<file path="src/rtl/expr_token_collector.sv">
// Debounces recogniser tokens and sequences digit/operator/digit/'=' into a held expression.
// Optional build macro TOKEN_TIMEOUT_EN abandons a partial expression after TIMEOUT_CYC idle cycles.
module expr_token_collector #(
    parameter int unsigned STABLE_CNT  = 4,
    parameter int unsigned TIMEOUT_CYC = 1000000
) (
    input  logic       clk,
    input  logic       rst_n,
    input  logic       tok_valid,
    input  logic [3:0] tok_code,
    input  logic       clear,
    output logic [3:0] shape_1,
    output logic [3:0] shape_2,
    output logic [1:0] shape_sym,
    output logic       expr_valid,
    output logic       tok_ack,
    output logic       err,
    output logic [2:0] state_dbg
);

    localparam int unsigned CNT_W = 8;

    typedef enum logic [2:0] {
        S_A    = 3'b000,
        S_OP   = 3'b001,
        S_B    = 3'b010,
        S_EQ   = 3'b011,
        S_DONE = 3'b100
    } state_t;

    state_t             r_state;
    state_t             w_state_next;
    logic [CNT_W-1:0]   r_cnt;
    logic [CNT_W-1:0]   w_cnt_next;
    logic               r_armed;
    logic [3:0]         r_prev_code;
    logic               w_accept;
    logic               w_timeout;

    logic [3:0]         r_shape_1, w_shape_1_next;
    logic [3:0]         r_shape_2, w_shape_2_next;
    logic [1:0]         r_sym, w_sym_next;
    logic               r_expr_valid, w_expr_valid_next;
    logic               r_tok_ack, w_tok_ack_next;
    logic               r_err, w_err_next;

    logic               w_is_digit;
    logic               w_is_op;
    logic               w_is_eq;
    logic [1:0]         w_sym_code;

    assign w_is_digit = (tok_code <= 4'd9);
    assign w_is_op    = (tok_code >= 4'd10) && (tok_code <= 4'd12);
    assign w_is_eq    = (tok_code == 4'd13);
    assign w_sym_code = 2'(tok_code - 4'd9);

    // Stability counter: reload on a new code or first valid cycle, accept on reaching STABLE_CNT.
    always_comb begin
        w_cnt_next = r_cnt;
        w_accept   = 1'b0;
        if (r_armed && tok_valid) begin
            if ((r_cnt == '0) || (tok_code != r_prev_code)) begin
                w_cnt_next = CNT_W'(1);
            end else begin
                w_cnt_next = r_cnt + CNT_W'(1);
            end
            w_accept = (w_cnt_next == CNT_W'(STABLE_CNT));
        end
    end

    always_ff @(posedge clk) begin
        if (!rst_n) begin
            r_cnt       <= '0;
            r_armed     <= 1'b1;
            r_prev_code <= '0;
        end else begin
            if (tok_valid) begin
                r_prev_code <= tok_code;
            end
            if (clear) begin
                // A token accepted under clear is consumed so it is not counted again.
                r_cnt <= '0;
                if (w_accept) begin
                    r_armed <= 1'b0;
                end
            end else if (r_armed) begin
                r_cnt <= tok_valid ? w_cnt_next : '0;
                if (w_accept) begin
                    r_armed <= 1'b0;
                end
            end else if (!tok_valid) begin
                r_armed <= 1'b1;
                r_cnt   <= '0;
            end
        end
    end

`ifdef TOKEN_TIMEOUT_EN
    localparam int unsigned TO_W = $clog2(TIMEOUT_CYC + 1);

    logic [TO_W-1:0] r_to_cnt;
    logic            w_mid;

    assign w_mid     = (r_state == S_OP) || (r_state == S_B) || (r_state == S_EQ);
    assign w_timeout = w_mid && !w_accept && (r_to_cnt == TO_W'(TIMEOUT_CYC - 1));

    always_ff @(posedge clk) begin
        if (!rst_n || clear) begin
            r_to_cnt <= '0;
        end else if (w_accept || !w_mid || w_timeout) begin
            r_to_cnt <= '0;
        end else begin
            r_to_cnt <= r_to_cnt + TO_W'(1);
        end
    end
`else
    assign w_timeout = 1'b0;
`endif

    // Expression sequencer: next state and next output values.
    always_comb begin
        w_state_next      = r_state;
        w_shape_1_next    = r_shape_1;
        w_shape_2_next    = r_shape_2;
        w_sym_next        = r_sym;
        w_expr_valid_next = r_expr_valid;
        w_tok_ack_next    = 1'b0;
        w_err_next        = 1'b0;

        if (clear) begin
            w_state_next      = S_A;
            w_shape_1_next    = '0;
            w_shape_2_next    = '0;
            w_sym_next        = '0;
            w_expr_valid_next = 1'b0;
        end else if (w_timeout) begin
            w_state_next   = S_A;
            w_shape_1_next = '0;
            w_shape_2_next = '0;
            w_sym_next     = '0;
            w_err_next     = 1'b1;
        end else if (w_accept) begin
            if (!(w_is_digit || w_is_op || w_is_eq)) begin
                w_err_next = 1'b1;
            end else begin
                case (r_state)
                    S_A: begin
                        if (w_is_digit) begin
                            w_shape_1_next = tok_code;
                            w_state_next   = S_OP;
                            w_tok_ack_next = 1'b1;
                        end else begin
                            w_err_next = 1'b1;
                        end
                    end
                    S_OP: begin
                        if (w_is_op) begin
                            w_sym_next     = w_sym_code;
                            w_state_next   = S_B;
                            w_tok_ack_next = 1'b1;
                        end else if (w_is_digit) begin
                            w_shape_1_next = tok_code;
                            w_tok_ack_next = 1'b1;
                        end else begin
                            w_err_next = 1'b1;
                        end
                    end
                    S_B: begin
                        if (w_is_digit) begin
                            w_shape_2_next = tok_code;
                            w_state_next   = S_EQ;
                            w_tok_ack_next = 1'b1;
                        end else if (w_is_op) begin
                            w_sym_next     = w_sym_code;
                            w_tok_ack_next = 1'b1;
                        end else begin
                            w_err_next = 1'b1;
                        end
                    end
                    S_EQ: begin
                        if (w_is_eq) begin
                            w_expr_valid_next = 1'b1;
                            w_state_next      = S_DONE;
                            w_tok_ack_next    = 1'b1;
                        end else if (w_is_digit) begin
                            w_shape_2_next = tok_code;
                            w_tok_ack_next = 1'b1;
                        end else begin
                            w_err_next = 1'b1;
                        end
                    end
                    S_DONE: begin
                        if (w_is_digit) begin
                            w_expr_valid_next = 1'b0;
                            w_shape_1_next    = tok_code;
                            w_shape_2_next    = '0;
                            w_sym_next        = '0;
                            w_state_next      = S_OP;
                            w_tok_ack_next    = 1'b1;
                        end else begin
                            w_err_next = 1'b1;
                        end
                    end
                    default: w_state_next = S_A;
                endcase
            end
        end else if (!(r_state inside {S_A, S_OP, S_B, S_EQ, S_DONE})) begin
            w_state_next = S_A;
        end
    end

    always_ff @(posedge clk) begin
        if (!rst_n) begin
            r_state      <= S_A;
            r_shape_1    <= '0;
            r_shape_2    <= '0;
            r_sym        <= '0;
            r_expr_valid <= 1'b0;
            r_tok_ack    <= 1'b0;
            r_err        <= 1'b0;
        end else begin
            r_state      <= w_state_next;
            r_shape_1    <= w_shape_1_next;
            r_shape_2    <= w_shape_2_next;
            r_sym        <= w_sym_next;
            r_expr_valid <= w_expr_valid_next;
            r_tok_ack    <= w_tok_ack_next;
            r_err        <= w_err_next;
        end
    end

    assign shape_1    = r_shape_1;
    assign shape_2    = r_shape_2;
    assign shape_sym  = r_sym;
    assign expr_valid = r_expr_valid;
    assign tok_ack    = r_tok_ack;
    assign err        = r_err;
    assign state_dbg  = r_state;

endmodule

</file>
<file path="config.mk">
export PLATFORM = sky130hd
export DESIGN_NAME = expr_token_collector
export DESIGN_NICKNAME = d
export VERILOG_FILES = /design/src/rtl/expr_token_collector.sv
export SDC_FILE = /design/constraint.sdc
export NUM_CORES = 1
export LEC_CHECK = 0
export ABC_AREA = 1
export BUFFER_PORTS_ARGS = -buffer_cell sky130_fd_sc_hd__buf_2
export CORE_ASPECT_RATIO = 1.5
export CORE_MARGIN = 4
export CORE_UTILIZATION = 30
export CTS_CLUSTER_DIAMETER = 60
export DETAILED_ROUTE_END_ITERATION = 8
export GPL_ROUTABILITY_DRIVEN = 0
export PLACE_DENSITY_LB_ADDON = 0.08
export SYNTH_ARGS = -nofsm -noshare
export SYNTH_HDL_FRONTEND = slang
export SYNTH_SLANG_ARGS = --single-unit
</file>
<file path="constraint.sdc">
create_clock -name clk -period 3.9 [get_ports clk]
set_input_delay 0.78 -clock clk [delete_from_list [all_inputs] [get_ports clk]]
set_output_delay 0.78 -clock clk [all_outputs]
set_load 0.1 [all_outputs]
</file>
* Word level (Yosys, flattened, before mapping)
Cells that the tools add are included.
** Storage, ports and cells
- Flip-flop bits (word level) :: 29
- Bits in latches :: 0
- Bits in writable memories :: 0
- Memory bits (read-only) :: 0
- Input bits :: 8
- Output and inout bits :: 16
- Memories :: 0
- Word-level logic and storage cells :: 108
** Cells by class
- Bitwise gates (word level) :: 3
- Shifts and indexed selects :: 0
- Reductions and logical operators :: 22
- Multiplexer cells :: 47
- Multipliers :: 0
- $lt $le $gt $ge :: 3
- Divide/modulo/power cells :: 0
- Equality and inequality tests :: 21
- $add $sub $neg :: 2
** Operator list (number)
- 2-to-1 mux 8 bit :: 6
- 2-to-1 mux 3 bit :: 7
- 2-to-1 mux 4 bit :: 5
- 2-to-1 mux 1 bit :: 19
- AND reduction 5 bit :: 3
- != test 2 bit (second input constant) :: 6
- one-hot mux 3 bit (4 select lines) :: 1
- one-hot mux 4 bit (3 select lines) :: 1
- != test 3 bit (second input constant) :: 3
- adder 8 x 1 -> 8 bit (second input constant) :: 1
- == test 8 x 3 -> 1 bit (second input constant) :: 1
- <= comparator 4 bit (second input constant) :: 2
- logical NOT 8 bit :: 1
- != test 2 x 1 -> 1 bit (second input constant) :: 4
- one-hot mux 1 bit (4 select lines) :: 2
- one-hot mux 4 bit (2 select lines) :: 1
- == test 3 x 2 -> 1 bit (second input constant) :: 2
- 2-to-1 mux 2 bit :: 3
- one-hot mux 2 bit (3 select lines) :: 1
- AND reduction 6 bit :: 1
- nonzero test 3 bit :: 2
- nonzero test 5 bit :: 1
- == test 4 bit (second input constant) :: 1
- greater-or-equal comparator 4 bit (second input constant) :: 1
- other kinds (16) :: 23

* Longest topological paths before layout
- Depth after elaboration :: 9
- Gate-level depth with buffers :: 14
- Depth with buffers taken out :: 14

* Worst setup path after synthesis
OpenSTA, ideal clock, no wires.
- Kind :: register to register
- Start point :: reg r_state[0] (netlist: state_dbg[0])
- End point :: reg r_sym[0] (netlist: shape_sym[0])
- Stages on the path, launching flop included :: 10
- Period minus slack after synthesis :: 2172 ps
- Setup time :: 114 ps
- Slack :: 1728 ps
- Arrival :: 2057 ps
- Cells stage by stage :: dfxtp_1 -> nor2_1 -> nand2_1 -> inv_1 -> nand2_1 -> o21ai_0 -> nor2_1 -> nand4_2 -> a21oi_1 -> nor2_1
** On the way
- Word-level cells in the longest chain between the ends :: 3
- Elaborated cells between the ends (all ways) :: 8
- Classes of those cells :: eq/ne (5); mux (1); reduce/logical (2)
** RTL lines
- from (decl) :: RTL line 31 : state_t r_state;
- from (signal assigned) :: RTL line 222 : r_state <= w_state_next;
- == test 3 x 2 -> 1 bit, or another cell as far along :: RTL line 146 : case (r_state)
- != test 2 bit (no source line) or nonzero test 3 bit (tied branches)
- AND reduction 5 bit (no source line)
- to (signal assigned) :: RTL line 225 : r_sym <= w_sym_next;
- to (decl) :: RTL line 42 : logic [1:0] r_sym, w_sym_next;
Parallel ways exist; a longest one is shown, timed or not.
A chain may end at the register's enable or synchronous reset.

* Worst setup path after layout
- Start point :: in tok_code[1]
- End point :: reg r_state[1] (netlist: state_dbg[1])
** On the way
- Word-level cells in the longest chain between the ends :: 8
- Elaborated cells between the ends (all ways) :: 21
- Classes of those cells :: order compare (3); eq/ne (9); mux (4); reduce/logical (5)
** RTL lines
- from (decl) :: RTL line 10 : input logic [3:0] tok_code,
- != test 4 bit :: RTL line 62 : if ((r_cnt == '0) || (tok_code != r_prev_code)) begin
- logical OR 1 bit :: RTL line 62
- 2-to-1 mux 8 bit :: RTL line 62
- 2-to-1 mux 8 bit :: RTL line 61 : if (r_armed && tok_valid) begin
- == test 8 x 3 -> 1 bit :: RTL line 67 : w_accept = (w_cnt_next == CNT_W'(STABLE_CNT));
- 2-to-1 mux 1 bit :: RTL line 61
- != test 3 bit (no source line), or another cell as far along
- AND reduction 6 bit (no source line)
Parallel ways exist; a longest one is shown, timed or not. The select of a mux whose other input is x is not followed.

==> impl_results.md <==
- Final #Nets: 342
- Startpoint Class: input pin
- Period utilization: 57.8%
- Leakage: 1.09 nW
- Hold_ws: 0.498 ns
- Commonest non-fill, non-tap cell in the layout: nand2_1
- Ys Warns: 0
- First-pass GRT wire length: 8320 um
- Worst EP arrival: 2.47 ns
- Fmax: 444 MHz
- Largest net degree at the start of global routing: 15
- Max cap viols: 0
- Placed Cells: 396
- Distinct cell type count after synthesis: 26
- Final count of hold timing violations: 0
- Post-Syn Nets: 314
- Status: complete, no violations
- Post-synthesis instance area: 1870 um2
- Synth Area in Adders: 3.34%
- Power Dens Cells: 290 nW/um2
- Clock Skews: 0.00509 ns
- RSZ-0062 raised after global routing: false
- # DRC: 0
- Die ar.: 7590 um2
- Gr ovfl total: 0
- Initial antenna violation count: 0
- Sequential area share after synthesis: 31.0%
- Worst VDD drop: 130 uV
- Routed Antenna Nets: 0
- # resized after CTS: 0
- Layout cells sized above 1: 14.8%
- GRT Util Overall: 14.0%
- Slew @ Worst Pin: 0.544 ns
- IO buf count: 23
- # setup viols final: 0
- Final std cells w/o fill: 404
- H-tree Lvls: 2
- Clock buffer depth: 2
- DR vias/cell: 4.48
- Ant diodes: 0
- Core area: 6090 um2
- #FFs+latches synth: 29
- Area Overhead vs Synth: 16.3%
- Area leader, netlist: dfxtp_1
- Hpwl dp: 3880 um
- Num rows: 35
- Slew HR: 63.6%
- Die width: 72.5 um
- Crit path kind: in2reg
- Hold Buf Count CTS: 0
- Most frequent cells in the layout: nand2_1, nor2_1, inv_1, dfxtp_1, buf_2
- Critical path capture point type: register
- Total CTS buffers: 5
- Drt wl/cell: 11.9 um
- CTS tree: yes
- Number of DRC markers in iteration 0: 52
- First-pass DRT Iterations: 4
- Worst hold path type: reg2reg
- Clock transition at path regs: 0.06 ns
- Mux contribution to synthesized area: 0%
- Minimum clock period: 2.25 ns
- Post-CTS setup buffers: 0
- Clk_lat worst skew: 0.28 ns
- Largest family of logic cells by synthesized area: simple AND/OR/NAND/NOR gates
- Compound-Gate Fraction of Synth Area: 9.70%
- Root buf cell: clkbuf_8
- Critical Path RT: 4.11 ns
- Crit-path max FO: 7
- Fin Setup TNS: 0 ns
- Mapped Cells: 301
- Yosys top cell area share: 31.0%
- Total routed wirelength: 4810 um
- Syn Area/Cell: 6.21 um2
- Initial core utilization: 30.7%
- CTS Sinks: 29
- Synth area leaders: dfxtp_1, nand2_1, nor2_1, inv_1, a21oi_1
- Synth Area in XOR/XNOR: 0.936%
- Vias in the first global route: 1789
- Die H: 105 um
- Simple-Gate Fraction of Synth Area: 43.9%
- Vias: 1808
- Boundary Pins: 24
- Final Slew Violations: 0
## metrics by stage
stage | util, % | setup WS (ns) | power (mW) | cell area [um2]
floorplan | - | 1.73 | 0.344 | 1870
global placement | 34.1 | 1.27 | 0.363 | 2070
detailed placement | 34.1 | 1.33 | 0.363 | 2070
CTS | 35.7 | 1.63 | 0.645 | 2170
global route | 35.7 | 1.42 | 0.664 | 2170
finish | 35.7 | 1.65 | 0.630 | 2170
## final timing paths
check | from | endpoint | slack (ns) | cells past startpoint
worst max register to register | r_cnt[0] | shape_2[2] | 1.68 | 9
worst min register to register | r_cnt[7] | r_cnt[7] | 0.50 | 2
worst max-delay path | tok_code[1] | state_dbg[1] | 1.65 | 13
worst min-delay path | r_cnt[7] | r_cnt[7] | 0.50 | 2
## cell families after synthesis
family	count (synthesis)
and+or+nand+nor	177
DFF	29
buffers and inverters	55
xor gates and xnor gates	2
AOI/OAI and AO/OA	33
adders and majority gates	5
## critical path, cell delays in order
cell and delay (ns):
buf_2 0.14, inv_2 0.10, ha_1 0.16, inv_1 0.07, a21oi_4 0.24, inv_1 0.17
nand3_2 0.18, nand2_1 0.06, nor2_1 0.17, nand3_4 0.12, clkinv_1 0.07, nand2_1 0.05
a21oi_1 0.13
## state kept, by name (all words and copies together) (netlist names)
register     count
tok_ack          1
r_prev_code      4
r_cnt            8
state_dbg        3
shape_1          4
r_armed          1
shape_sym        2
err              1
shape_2          4
expr_valid       1
## synth_stat cells (all sizes together)
cell	instances
nand2	97
nor2	52
inv	50
dfxtp	29
a21oi	21
nand3	14
nand4	11
o21ai	10
ha	5
clkbuf	2
clkinv	2
or2	2
xor2	2
a211oi	1
buf	1
nor3	1
o21bai	1
## power by group
| part | switching (mW) | internal [mW] |
|---|---|---|
| clock | 0.116 | 0.159 |
| combinational | 0.0371 | 0.0152 |
| sequential | 0.00320 | 0.300 |
## area by class of cell
class	count	area, um2
fill	703	3910
multi-input combinational	217	1080
sequential	29	581
inverter	52	195
timing repair buffer	24	123
clock buffer	7	96.3
tap	74	92.6
clock inverter	1	5.00
## routing by layer
layer / global-route usage [%] / vias to the layer above / part of all wire (%)
li1: - / 982 / -
met3: 2.41 / 15 / 2.2
met2: 24.8 / 24 / 54
met1: 15.7 / 787 / 41
met5: 0 / - / 0
met4: 6.73 / 0 / 3.2
(Power assumes the default switching activity.)
